$ cat src/rtl/alu_issue_ctrl_pkg.sv
// alu_issue_ctrl_pkg: shared funct codes, ALU control codes and FSM encoding
// for the ALU issue controller and its funct decoder.
package alu_issue_ctrl_pkg;

    // MIPS R-type funct codes accepted by the controller
    localparam logic [5:0] FUNCT_ADD  = 6'b100000;
    localparam logic [5:0] FUNCT_ADDU = 6'b100001;
    localparam logic [5:0] FUNCT_SUB  = 6'b100010;
    localparam logic [5:0] FUNCT_SUBU = 6'b100011;
    localparam logic [5:0] FUNCT_OR   = 6'b100101;
    localparam logic [5:0] FUNCT_SLT  = 6'b101010;
    localparam logic [5:0] FUNCT_SLTU = 6'b101011;

    // ALU control codes; 3'b011 is reserved and never issued
    localparam logic [2:0] CTR_ADDU = 3'b000;
    localparam logic [2:0] CTR_ADD  = 3'b001;
    localparam logic [2:0] CTR_OR   = 3'b010;
    localparam logic [2:0] CTR_SUBU = 3'b100;
    localparam logic [2:0] CTR_SUB  = 3'b101;
    localparam logic [2:0] CTR_SLTU = 3'b110;
    localparam logic [2:0] CTR_SLT  = 3'b111;

    localparam int STAT_W = 32;

    typedef enum logic [1:0] {
        S_IDLE  = 2'd0,
        S_ISSUE = 2'd1,
        S_RESP  = 2'd2
    } state_t;

endpackage

$ cat src/rtl/alu_issue_ctrl_funct_decode.sv
// funct_decode: combinational funct -> {ALU control, legal, overflow-check}.
// Only the signed add/sub forms report overflow; every other op masks it.
module funct_decode
    import alu_issue_ctrl_pkg::*;
(
    input  logic [5:0] funct,
    output logic [2:0] alu_ctr,
    output logic       legal,
    output logic       ovf_check
);

    // Table lookup of the seven supported R-type ops
    always_comb begin
        alu_ctr   = CTR_ADDU;
        legal     = 1'b1;
        ovf_check = 1'b0;
        case (funct)
            FUNCT_ADDU: alu_ctr = CTR_ADDU;
            FUNCT_ADD: begin
                alu_ctr   = CTR_ADD;
                ovf_check = 1'b1;
            end
            FUNCT_OR:   alu_ctr = CTR_OR;
            FUNCT_SUBU: alu_ctr = CTR_SUBU;
            FUNCT_SUB: begin
                alu_ctr   = CTR_SUB;
                ovf_check = 1'b1;
            end
            FUNCT_SLTU: alu_ctr = CTR_SLTU;
            FUNCT_SLT:  alu_ctr = CTR_SLT;
            default:    legal   = 1'b0;
        endcase
    end

endmodule

$ cat src/rtl/alu_issue_ctrl.sv
// alu_issue_ctrl: accepts one R-type request at a time, drives a combinational
// ALU from registered operands for one cycle, and returns the captured result
// through a valid/ready response port. Illegal funct codes bypass the ALU and
// respond one cycle earlier with rsp_illegal set.
// Optional build macro ALU_ISSUE_STATS_EN adds stat_ops / stat_ovf counters.
module alu_issue_ctrl
    import alu_issue_ctrl_pkg::*;
#(
    parameter int N = 32
) (
    input  logic         clk,
    input  logic         rst,
    input  logic         req_valid,
    output logic         req_ready,
    input  logic [5:0]   req_funct,
    input  logic [N-1:0] req_a,
    input  logic [N-1:0] req_b,
    output logic [N-1:0] alu_A,
    output logic [N-1:0] alu_B,
    output logic [2:0]   alu_ALUctr,
    input  logic [N-1:0] alu_Result,
    input  logic         alu_Zero,
    input  logic         alu_Overflow,
    output logic         rsp_valid,
    input  logic         rsp_ready,
    output logic [N-1:0] rsp_result,
    output logic         rsp_zero,
    output logic         rsp_ovf,
    output logic         rsp_illegal
`ifdef ALU_ISSUE_STATS_EN
    ,
    output logic [STAT_W-1:0] stat_ops,
    output logic [STAT_W-1:0] stat_ovf
`endif
);

    state_t state_q, state_d;

    logic [2:0] dec_ctr;
    logic       dec_legal;
    logic       dec_ovf_check;
    logic       ovf_check_q;

    logic accept_legal;
    logic accept_illegal;
    logic capture;
    logic rsp_hs;

    funct_decode u_dec (
        .funct     (req_funct),
        .alu_ctr   (dec_ctr),
        .legal     (dec_legal),
        .ovf_check (dec_ovf_check)
    );

    // State register
    always_ff @(posedge clk) begin
        if (rst) state_q <= S_IDLE;
        else     state_q <= state_d;
    end

    // Next-state, handshake outputs and datapath enables
    always_comb begin
        state_d        = state_q;
        req_ready      = 1'b0;
        rsp_valid      = 1'b0;
        accept_legal   = 1'b0;
        accept_illegal = 1'b0;
        capture        = 1'b0;
        rsp_hs         = 1'b0;
        case (state_q)
            S_IDLE: begin
                req_ready = 1'b1;
                if (req_valid) begin
                    accept_legal   = dec_legal;
                    accept_illegal = !dec_legal;
                    state_d        = dec_legal ? S_ISSUE : S_RESP;
                end
            end
            S_ISSUE: begin
                capture = 1'b1;
                state_d = S_RESP;
            end
            S_RESP: begin
                rsp_valid = 1'b1;
                if (rsp_ready) begin
                    rsp_hs  = 1'b1;
                    state_d = S_IDLE;
                end
            end
            default: state_d = S_IDLE;
        endcase
    end

    // ALU operand registers: loaded only on a legal accept, held otherwise
    always_ff @(posedge clk) begin
        if (rst) begin
            alu_A       <= '0;
            alu_B       <= '0;
            alu_ALUctr  <= CTR_ADDU;
            ovf_check_q <= 1'b0;
        end else if (accept_legal) begin
            alu_A       <= req_a;
            alu_B       <= req_b;
            alu_ALUctr  <= dec_ctr;
            ovf_check_q <= dec_ovf_check;
        end
    end

    // Response registers: ALU sample at the end of ISSUE, or the illegal
    // marker on an illegal accept; held through RESP until the handshake
    always_ff @(posedge clk) begin
        if (rst) begin
            rsp_result  <= '0;
            rsp_zero    <= 1'b0;
            rsp_ovf     <= 1'b0;
            rsp_illegal <= 1'b0;
        end else if (capture) begin
            rsp_result  <= alu_Result;
            rsp_zero    <= alu_Zero;
            rsp_ovf     <= alu_Overflow & ovf_check_q;
            rsp_illegal <= 1'b0;
        end else if (accept_illegal) begin
            rsp_result  <= '0;
            rsp_zero    <= 1'b0;
            rsp_ovf     <= 1'b0;
            rsp_illegal <= 1'b1;
        end
    end

`ifdef ALU_ISSUE_STATS_EN
    // Wrapping counters of completed responses and overflowing responses
    always_ff @(posedge clk) begin
        if (rst) begin
            stat_ops <= '0;
            stat_ovf <= '0;
        end else if (rsp_hs) begin
            stat_ops <= stat_ops + 1'b1;
            if (rsp_ovf) stat_ovf <= stat_ovf + 1'b1;
        end
    end
`endif

endmodule
$ cat config.mk
export PLATFORM = sky130hd
export DESIGN_NAME = alu_issue_ctrl
export DESIGN_NICKNAME = d
export VERILOG_FILES = /design/src/rtl/alu_issue_ctrl_pkg.sv /design/src/rtl/alu_issue_ctrl_funct_decode.sv /design/src/rtl/alu_issue_ctrl.sv
export SDC_FILE = /design/constraint.sdc
export NUM_CORES = 1
export LEC_CHECK = 0
export CAP_MARGIN = 20
export CORE_ASPECT_RATIO = 1.1
export CORE_MARGIN = 2
export CORE_UTILIZATION = 40
export CTS_CLUSTER_DIAMETER = 80
export DETAILED_ROUTE_END_ITERATION = 16
export DONT_BUFFER_PORTS = 1
export PLACE_DENSITY = 0.59
export SLEW_MARGIN = 20
export SYNTH_ARGS = -nofsm -noshare
export SYNTH_HDL_FRONTEND = slang
export SYNTH_SLANG_ARGS = --single-unit
$ cat constraint.sdc
create_clock -name clk -period 1.47 [get_ports clk]
set_input_delay 0.2205 -clock clk [delete_from_list [all_inputs] [get_ports clk]]
set_output_delay 0.2205 -clock clk [all_outputs]
set_load 0.1 [all_outputs]
# Word-level counts from Yosys, hierarchy flattened
# Index checks and enable logic that the tools add are counted.
[totals]
regBits = 105
input_bits = 108
word_cells = 47
[op_classes]
eq_ne = 11
n_mux = 19
bitwise = 1
reduce_logical = 7
[ops]
columns = ["cell", "n"]
rows = [
  ["$mux W32", 2],
  ["$eq A6 B6 Y1 const B", 7],
  ["$pmux W3 S6", 1],
  ["$mux W1", 12],
  ["$reduce_or A7 Y1", 1],
  ["$mux W2", 3],
  ["$pmux W2 S3", 1],
  ["$ne A2 B2 Y1 const B", 2],
  ["$reduce_or A2 Y1", 2],
  ["$eq A2 B1 Y1 const B", 1],
  ["$eq A2 B2 Y1 const B", 1],
  ["$logic_not A2 Y1", 1],
  ["$reduce_and A2 Y1", 1],
  ["$reduce_bool A2 Y1", 1],
  ["$and A1 B1 Y1", 1],
  ["$logic_not A1 Y1", 1],
]

# Longest topological paths before layout
[depth]
ltp_word = 8
ltp_mapped = 6

# Modules after synthesis
# From an unflattened synthesis, not the netlist that was laid out.
[hier_totals]
hier_cells = 399
hier_area_um2 = 3854.9
[by_module_without_submodules]
columns = ["module", "instances", "cells_per_inst", "area_per_inst_um2"]
rows = [
  ["alu_issue_ctrl", 1, 389, 3773.6],
  ["funct_decode", 1, 10, 81.3],
]

# Worst setup path before layout
# Ideal clock, no wire load.
[synth_path]
path_kind = "reg-to-reg"
start = "register state_q[1]"
end = "register state_q[1]"
setup_ps = 75
t_arrival_ps = 2074
slack_ps = -680
stages_incl_launch_ff = 4
path_buffers = 0
synth_period_minus_slack_ps = 2150
cell_sequence = "dfxtp_1 > nor2b_1 > nand2b_1 > a31oi_1"
[synth_between]
elab_chain_cells = 3
elab_cells_between_ends = 7
[synth_lines]
columns = ["item", "line", "source"]
rows = [
  ["from (decl)", "alu_issue_ctrl.sv:37", "state_t state_q, state_d;"],
  ["from (signal assigned)", "alu_issue_ctrl.sv:59", "else state_q <= state_d;"],
  ["$eq A2 B2 Y1 / $logic_not A2 Y1 (equally long branches)", "alu_issue_ctrl.sv:71", "case (state_q)"],
  ["$ne A2 B2 Y1 (no source line)", "n/a", ""],
  ["$reduce_and A2 Y1 (no source line)", "n/a", ""],
]
# Parallel ways exist; a longest one is shown, timed or not.
# A chain may end at the register's enable or synchronous reset.

# Final worst setup path
[layout_path]
start = "register state_q[1]"
end = "register alu_B[10]"
[layout_between]
elab_chain_cells = 2
[layout_lines]
columns = ["item", "line", "source"]
rows = [
  ["$logic_not A2 Y1", "alu_issue_ctrl.sv:71", ""],
  ["$mux W1", "alu_issue_ctrl.sv:71", ""],
  ["to (signal assigned)", "alu_issue_ctrl.sv:104", "alu_B <= req_b;"],
  ["to (decl)", "alu_issue_ctrl.sv:19", "output logic [N-1:0] alu_B,"],
]
# Every way passes these cells.

==> reports/metrics.yaml <==
outcome:
  status: "finished, violations left"
  failed_checks: "hold timing"
route:
  drcViolationCount: 0
  drtIter0Drc: 164
  post_drt_wl_per_cell_um: 16.6
  drtPass1Iterations: 5
  routed_wl_um: 11100
  vias_per_cell: 5.08
  via_count: 3378
  ant_nets: 0
worst_setup_path:
  critPathBufInv: 3
  crit_chain: "nor3b_4 > buf_4 > o2111ai_4 > buf_6 > buf_12 > nand2_1 > a21oi_2"
  r2r-end: "alu_B[10]$_SDFFE_PP0P_"
  cp.depth: 7
  r2r-start: "state_q[1]$_SDFFE_PP0P_"
  critPathLaunchType: "flip-flop"
  crit_start: "state_q[1]$_SDFFE_PP0P_"
  slowest_delay_ns: 0.37
  crit_required_ns: 1.72
  rrSetupSlack_ns: 0.005
  path_max_fanout: 22
  cp.arrival_ns: 1.72
  critPathTopFamily: "buffers and inverters"
  reg2reg_depth: 7
  cp-endpoint: "alu_B[10]$_SDFFE_PP0P_"
  cpMaxStageDelayCell: "dfxtp_4"
  worstSetupPathType: "flip-flop to flip-flop"
  critPathCaptureType: "flip-flop"
clock_tree:
  htree_num_levels: 3
  clk-insertion-delay-late_ns: 0.36
  cts_buffer_depth: 2
  clk_pin_slew_worst_paths_ns: 0.10
  root_buffer: "clkbuf_8"
  cts.sinks: 105
  cts_tree: "yes"
  cts_buffers: 9
global_routing:
  grt_use_total_pct: 18.9
  grt_antenna_before_repair: 0
  grt-ovfl-total: 0
  grt_pass1_wl_um: 14700
  grt_start_max_net_pins: 75
  first_global_vias: 3013
logic_synthesis:
  synthCells: 396
  syn_avg_cell_area_um2: 9.18
  ys_seq_elements: 105
  netlist_area_mm2: 0.00363
  synthDistinctLibCells: 30
  ys.warnings.count: 0
  syn_nets: 504
  ys_seq_area_share_pct: 57.8
placed_design:
  place.gp.congestion: 0.746
  post-dp-hpwl_um: 6680
  port_buffers: 0
  postPlaceCellArea_mm2: 0.00464
sta:
  tightest_slew_ns: 0.338
  slew_viol_final: 0
  rsz0062_at_grt: "true"
  period_minus_slack_ns: 1.47
  slew_headroom_pct: 77.5
  clock.fmax_ghz: 0.683
  setup_tns_ns: 0
  fin_hold_ws_ns: -0.0824
  finalHoldViolations: 68
  fin_skew_ns: 0.0142
  finalSetupViolations: 0
  period_share_pct: 99.7
power:
  clockPowerShare_pct: 33.1
  seq_power_share_pct: 52.3
  power.total_mw: 5.57
  peakVddDrop_mv: 0.603
  power.internal_mw: 4.01
  leakage_nw: 2.31
  switching_share_pct: 27.9
  powerDensity_mw_per_mm2: 975
  p_sw_mw: 1.56
  combPwrFrac_pct: 14.6
cells_and_area:
  final_layout_size_suffix_gt1_share_pct: 37.0
  diodes: 0
  final_cell_area_mm2: 0.00571
  area_delta_synth_final_pct: 57.0
  nNetsFinal: 654
die:
  die_w_um: 94.9
  rows: 36
  core_mm2: 0.00883
  start_util_pct: 41.2
  die_h_um: 104
  ios: 212
  die_area_mm2: 0.00987
run:
  max-cap-violations: 0
min_path:
  hold_path.class: "primary input to flip-flop"
==> layout by cell type, fill, tap and decap left out, types with 6 or more instances in the layout <==
master         synthesis  final
nand2_2                0     15
a21oi_1               65     45
buf_12                 0     14
a22o_1                33     33
buf_4                  6    103
clkbuf_16              0      6
nand2_4                0      7
nand2_1              130    108
buf_6                  3      6
dlygate4sd3_1          0     35
a21oi_2                0     20
dfxtp_1              105    104
clkbuf_8               0     10
==> power by group through the flow <==
stage	registers (mW)	clock network, mW	logic, mW
finish	2.91	1.84	0.812
global route	2.92	2.06	0.845
CTS	2.91	1.90	0.720
detailed placement	2.98	0	0.643
global placement	2.97	0	0.637
floorplan	3.30	0	0.217
==> final cells by class <==
type / count / area, um^2
clock inverters: 6 / 70.1
fillers: 733 / 3120
well taps: 114 / 143
clock buffers: 10 / 138
multi-input cells: 261 / 1590
inverters: 3 / 11.3
flip-flops and latches: 105 / 2110
repair buffers: 166 / 1650
==> registers in the layout, indices dropped and copies added, names as in the netlist <==
signal       cells
rsp_ovf          1
state_q          2
alu_ALUctr       3
alu_B           32
rsp_illegal      1
rsp_zero         1
rsp_result      32
ovf_check_q      1
alu_A           32
==> cell families after synthesis <==
family / synth area share, %
and+or+nand+nor: 17.1
AOI/OAI and AO/OA: 20.3
DFF: 57.8
buffers and inverters: 4.75
==> worst reg2reg max path: stages, from the launching register on <==
cell	delay, ns
dfxtp_4	0.37
nor3b_4	0.22
buf_4	0.15
o2111ai_4	0.13
buf_6	0.18
buf_12	0.15
nand2_1	0.10
a21oi_2	0.06
==> synth_stat cells <==
cell type  instances  area [um^2]
and2b_4            1         10.0
o2111a_1           1         11.3
dfxtp_1          105         2100
buf_4              6         45.0
and3_1             2         12.5
clkbuf_1          10         37.5
a21oi_1           65          325
nor2b_1            4         25.0
nand2b_1           4         25.0
nor2_1             3         11.3
buf_6              3         33.8
buf_2              9         45.0
o211ai_4           1         21.3
a31o_2             1         8.76
nor3b_1            1         7.51
o41ai_1            1         8.76
and2b_1            1         7.51
o2111ai_2          1         15.0
a31o_1             1         8.76
a32o_1             1         10.0
a211oi_4           1         20.0
o31ai_1            1         7.51
or4_1              1         7.51
a31oi_1            2         12.5
inv_1              3         11.3
a22o_1            33          289
nand2_1          130          488
nor3_1             2         10.0
nand3_1            1         5.00
nor3b_2            1         12.5
==> per-stage QoR <==
stage          std cells  setup WS, ns  util (%)  hold slack, ns
2_1_floorplan        396        0.0961         -           0.322
3_3_place_gp         597        0.0775      52.6           0.294
3_5_place_dp         597      -0.00879      52.6           0.296
4_1_cts              646        0.0147      58.8         -0.0974
5_1_grt              665       -0.0638      64.7          -0.131
6_report             665       0.00489      64.7         -0.0824
==> timing repair <==
action | 4_1_cts | 5_1_grt
setup buffers | 0 | 6
endpoints found under the setup margin | 4 | 64
hold buffers | 33 | 2
pin swaps | 2 | 11
resized for setup | 3 | 66
cloned | 0 | 11
endpoints found under the hold margin | 101 | 70
==> metal layers <==
metal	track usage [%]	routed length [um]	share of wire, %	vias up
met4	4.87	89	0.81	0
met2	31.7	5550	50	139
li1	-	-	-	1650
met1	21.2	4310	39	1581
met5	0	0	0	-
met3	9.35	1110	10	8
==> worst min path at each step <==
stage,from,to,slack [ns],cells after the start
final,rst,alu_B[26]$_SDFFE_PP0P_,-0.08,1
after global routing,rst,alu_B[26]$_SDFFE_PP0P_,-0.13,1
after floorplan,req_funct[3],ovf_check_q$_SDFFE_PP0P_,0.32,1
after CTS,rst,alu_B[23]$_SDFFE_PP0P_,-0.1,1
after global placement,rst,alu_B[19]$_SDFFE_PP0P_,0.29,1
after detailed placement,rst,alu_B[19]$_SDFFE_PP0P_,0.30,1
(Power assumes the default switching activity.)
